**config.mk**
```make
export PLATFORM = sky130hd
export DESIGN_NAME = grey_counter
export DESIGN_NICKNAME = d
export VERILOG_FILES = /design/src/rtl/grey_counter_pkg.sv /design/src/rtl/grey_counter_binary_to_grey.sv /design/src/rtl/grey_counter.sv
export SDC_FILE = /design/constraint.sdc
export NUM_CORES = 1
export LEC_CHECK = 0
export ABC_AREA = 1
export CORE_AREA = 5 5 60 62
export CTS_CLUSTER_DIAMETER = 50
export DETAILED_ROUTE_END_ITERATION = 10
export DIE_AREA = 0 0 65 67
export PLACE_DENSITY = 0.69
export RECOVER_POWER = 50
export SLEW_MARGIN = 20
export SYNTH_ARGS = -nofsm -noshare
export SYNTH_HDL_FRONTEND = slang
export SYNTH_SLANG_ARGS = --single-unit
```
**constraint.sdc**
```tcl
create_clock -name clock -period 4.05 [get_ports clock]
set_clock_uncertainty 0.05 [all_clocks]
set_input_delay 0.6075 -clock clock [delete_from_list [all_inputs] [get_ports clock]]
set_output_delay 0.6075 -clock clock [all_outputs]
set_load 0.01 [all_outputs]
```
**src/rtl/grey_counter_pkg.sv**
```systemverilog
// Shared definitions for the Grey-code source counter.
package grey_counter_pkg;

    // Default counter width when the parent does not override it.
    localparam int unsigned GC_DEFAULT_WIDTH = 8;

    // The action chosen for the next edge, after priority resolution.
    typedef enum logic [1:0] {
        STEP_HOLD  = 2'd0,
        STEP_UP    = 2'd1,
        STEP_DOWN  = 2'd2,
        STEP_CLEAR = 2'd3
    } step_e;

endpackage

```
**src/rtl/grey_counter_binary_to_grey.sv**
```systemverilog
// Combinational binary-to-Grey encoder: adjacent binary values differ in one Grey bit.
module binary_to_grey #(
    parameter int WIDTH = 8
) (
    input  logic [WIDTH-1:0] binary_i,
    output logic [WIDTH-1:0] grey_o
);

    // Each Grey bit is the XOR of a binary bit with the next more significant one.
    always_comb begin
        grey_o = binary_i ^ (binary_i >> 1);
    end

endmodule

```
**src/rtl/grey_counter.sv**
```systemverilog
// Up/down counter with a flop-driven Grey image, used as the source of Grey-coded
// pointers crossing into another clock domain.
module grey_counter
    import grey_counter_pkg::*;
#(
    parameter int WIDTH = GC_DEFAULT_WIDTH
) (
    input  logic             clock,
    input  logic             resetn,
    input  logic             clear,
    input  logic             increment,
    input  logic             decrement,
    output logic [WIDTH-1:0] binary,
    output logic [WIDTH-1:0] grey,
    output logic [WIDTH-1:0] binary_next,
    output logic [WIDTH-1:0] grey_next,
    output logic             wrapped
);

    localparam logic [WIDTH-1:0] ALL_ONES = {WIDTH{1'b1}};
    localparam logic [WIDTH-1:0] ALL_ZERO = {WIDTH{1'b0}};

    step_e            step;
    logic [WIDTH-1:0] binary_q;
    logic [WIDTH-1:0] binary_d;
    logic [WIDTH-1:0] grey_q;
    logic [WIDTH-1:0] grey_d;
    logic             wrapped_q;
    logic             wrapped_d;

    // Resolve the inputs into one action: clear beats a single-sided step; both or neither holds.
    always_comb begin
        step = STEP_HOLD;
        if (clear) begin
            step = STEP_CLEAR;
        end else if (increment ^ decrement) begin
            step = increment ? STEP_UP : STEP_DOWN;
        end
    end

    // Next binary value and wrap flag for the chosen action.
    always_comb begin
        binary_d  = binary_q;
        wrapped_d = 1'b0;
        case (step)
            STEP_CLEAR: begin
                binary_d = ALL_ZERO;
            end
            STEP_UP: begin
                binary_d  = binary_q + WIDTH'(1);
                wrapped_d = (binary_q == ALL_ONES);
            end
            STEP_DOWN: begin
                binary_d  = binary_q - WIDTH'(1);
                wrapped_d = (binary_q == ALL_ZERO);
            end
            default: begin
                binary_d = binary_q;
            end
        endcase
    end

    // Grey image is encoded from the next binary value so the grey flops load it directly.
    binary_to_grey #(
        .WIDTH(WIDTH)
    ) u_binary_to_grey (
        .binary_i(binary_d),
        .grey_o  (grey_d)
    );

    // Binary, Grey and wrap registers; reset drops all of them to zero immediately.
    always_ff @(posedge clock or negedge resetn) begin
        if (!resetn) begin
            binary_q  <= ALL_ZERO;
            grey_q    <= ALL_ZERO;
            wrapped_q <= 1'b0;
        end else begin
            binary_q  <= binary_d;
            grey_q    <= grey_d;
            wrapped_q <= wrapped_d;
        end
    end

    assign binary      = binary_q;
    assign grey        = grey_q;
    assign binary_next = binary_d;
    assign grey_next   = grey_d;
    assign wrapped     = wrapped_q;

endmodule
```
==> results.yml <==
run_status:
  status: "complete, no violations"
routing:
  drt-initial-drc-count: 63
  viasPerCell: 4.73
  drc_errors: 0
  avgRoutedWirePerCell_um: 11.8
  via_count: 1134
  drtPass1Iterations: 4
  drtAntennaViolNets: 0
  wirelength_mm: 2.84
placement:
  pre_cts_slack_ps: 78.3
  gp_congestion: 0.823
  hpwl_mm: 2.29
  io_buffers: 37
yosys:
  synth_area_leaders: "dfrtp_1 35%, nand2_1 18%, nand2_2 6.0%"
  synth_top_family_by_area: "simple AND/OR/NAND/NOR gates"
  ys_warn_count: 0
  yosys_register_bits: 16
  synthSimpleGateAreaFrac: 0.415
  synth-adder-area-share: 0.0325
  synth_cell_types: 26
  synth_xor_xnor_area_share: 0.0445
  avgSynthCellArea_um2: 6.99
  synthCells: 165
  syn_nets: 173
  synth_seq_area_share: 0.347
  synth.area.mux_share: 0
  synth_top_area_frac: 0.347
  synth_top_area_cell: "dfrtp_1"
  synth_compound_area_frac: 0.0521
  synth_area_mm2: 0.00115
worst_setup_path:
  cp_cell_sequence: "clkdlybuf4s50_1 > inv_2 > o21ai_2 > inv_2 > ha_1 > buf_4 > nor2_1 > inv_1 > nand2_1 > inv_1 > nand2_1 > inv_1 > nand2_1 > nand2_1 > nand2_1 > nand3_2 > nand2_2 > clkdlybuf4s50_1"
  cp_slowest_cell: "clkdlybuf4s50_1"
  cp.required_ps: 3390
  crit_top_cell: "nand2_1"
  critPathMaxFanout: 9
  cp-end-kind: "output pin"
  crit_arrival_ps: 3150
  max_stage_delay_ps: 570
  crit_type: "in -> out"
  cp_top_family: "buffers and inverters"
  start_kind: "input pin"
  cp_num_buf_inv: 8
clocking:
  clockBufferDepth: 2
  cts_tree: "yes"
  htree_levels: 1
  cts.sinks: 16
  clk_pin_slew_ps: 80
  root_buffer: "clkbuf_4"
  ctsHoldBuffers: 0
  cts_buffers: 3
  clkLatencyLatePin_ps: 270
power_and_ir_drop:
  leakagePower_nw: 0.932
  ir_drop_uv: 278
  powerDensity_mw_per_mm2: 446
timing:
  rsz0062_at_grt: "no"
  fin_crit_ps: 3810
  report.final.hold_viol_count: 0
  slew_viol_final: 0
  slew_headroom: 0.535
  fmax_mhz: 263
  tns_ps: 0
  worst_slack_ps: 245
  worst_pin_slew_ps: 695
  setup_viol: 0
  final.period_utilization: 0.940
grt:
  grt_pass1_vias: 1094
  antenna_found_initial: 0
  grt_overflow: 0
  grt_use_total: 0.147
  grt_pass1_wl_mm: 5.06
  grt_start_max_net_pins: 17
floorplanning:
  initial_core_util: 0.387
  die_area_mm2: 0.00436
  coreArea_mm2: 0.00298
  io_pins: 38
  row_count: 20
  die_h_um: 67
  die_w_um: 65
layout:
  drive_gt1_frac: 0.184
  antenna_cells: 0
  final_nets: 217
  syn_to_final_growth_pct: 39.9
hold_path:
  min_path_type: "reg -> reg"
flow_run:
  maxCapViolations: 0
## synthesized netlist by cell type
master and count:
nand2_1 55, inv_1 18, dfrtp_1 16, nor2_1 13
nand3_1 12, nand2_2 11, inv_2 7, xor2_1 4
ha_1 3, nand3_2 3, nand4_1 3, o21ai_2 3
a21oi_1 2, buf_4 2, o21ai_1 2, a21oi_2 1
and2_1 1, buf_6 1, clkinv_2 1, nand2_4 1
nor2_2 1, nor2_4 1, nor3_1 1, nor4_1 1
o21ai_0 1, xor2_2 1
## report_power, final
part	switching, mW	internal (mW)
clock	0.0430	0.0344
combinational	0.210	0.195
sequential	0.0344	0.203
## flip-flops by register name, summed over array words and instances, names as in the netlist
signal and flops:
grey 7, wrapped 1, binary 8
## worst paths after layout
check / start / endpoint / slack (ps) / depth (start not counted)
worst max-delay path: increment / binary_next[5] / 240 / 18
worst min-delay path: binary[0] / binary[0] / 630 / 1
worst max register to register: binary[1] / grey[1] / 2130 / 11
worst min register to register: binary[0] / binary[0] / 630 / 1
max in group asynchronous: resetn / grey[2] / 2740 / 1
min in group asynchronous: resetn / grey[5] / 760 / 1
## per-stage QoR
stage / hold WS, ps / utilization / total power, mW / area (um2) / instances
detailed placement: 619 / 0.527 / 0.667 / 1570 / 236
global placement: 613 / 0.527 / 0.667 / 1570 / 236
global route: 687 / 0.542 / 0.786 / 1610 / 240
finish: 628 / 0.542 / 0.719 / 1610 / 240
CTS: 638 / 0.534 / 0.751 / 1590 / 239
floorplan: 262 / - / 0.446 / 1150 / 165
## metal layers
metal  up-vias  GRT usage  share of wire
met5         -          0              0
met2        33      0.235           0.50
met4         0     0.0475         0.0067
met3         2     0.0287          0.055
met1       506      0.199           0.44
li1        593          -              -
## placed cells by master, fill, tap and decap left out, types with 4 or more instances in the layout
| cell | n |
|---|---|
| buf_4 | 5 |
| dlygate4sd3_1 | 16 |
| nand2_2 | 11 |
| dfrtp_1 | 16 |
| inv_1 | 18 |
| inv_2 | 7 |
| clkdlybuf4s50_1 | 15 |
| dlymetal6s2s_1 | 6 |
| xor2_1 | 4 |
| nand3_1 | 12 |
| nor2_1 | 13 |
| nand2_1 | 55 |
## worst register-to-register path: stages (launching register included)
cell and delay, ps:
dfrtp_1 440, inv_1 120, nand2_1 70, and2_1 140, ha_1 170, inv_1 40
nand2_1 100, a21oi_2 150, o21ai_1 80, o21ai_2 130, buf_4 170, xor2_1 180
## cell type report
| type | instances | area (um2) |
|---|---|---|
| Fill cell | 286 | 1360 |
| Multi-Input combinational cell | 120 | 628 |
| Timing Repair Buffer | 42 | 423 |
| Clock buffer | 3 | 22.5 |
| Sequential cell | 16 | 400 |
| Tap cell | 33 | 41.3 |
| Inverter | 26 | 98.8 |
## logic make-up (layout without fill, tap and decap cells)
| family | count (synthesis) | count (layout) |
|---|---|---|
| xor+xnor | 5 | 5 |
| buf+inv | 29 | 71 |
| fa+ha+maj | 3 | 3 |
| simple gates | 103 | 103 |
| flops | 16 | 16 |
| compound gates | 9 | 9 |
## what timing repair did
action	CTS	global route
endpoints found under the setup margin	0	6
gates resized for setup	0	6
setup buffers	0	1
endpoints found under the hold margin	0	0
(Power assumes the default switching activity.)
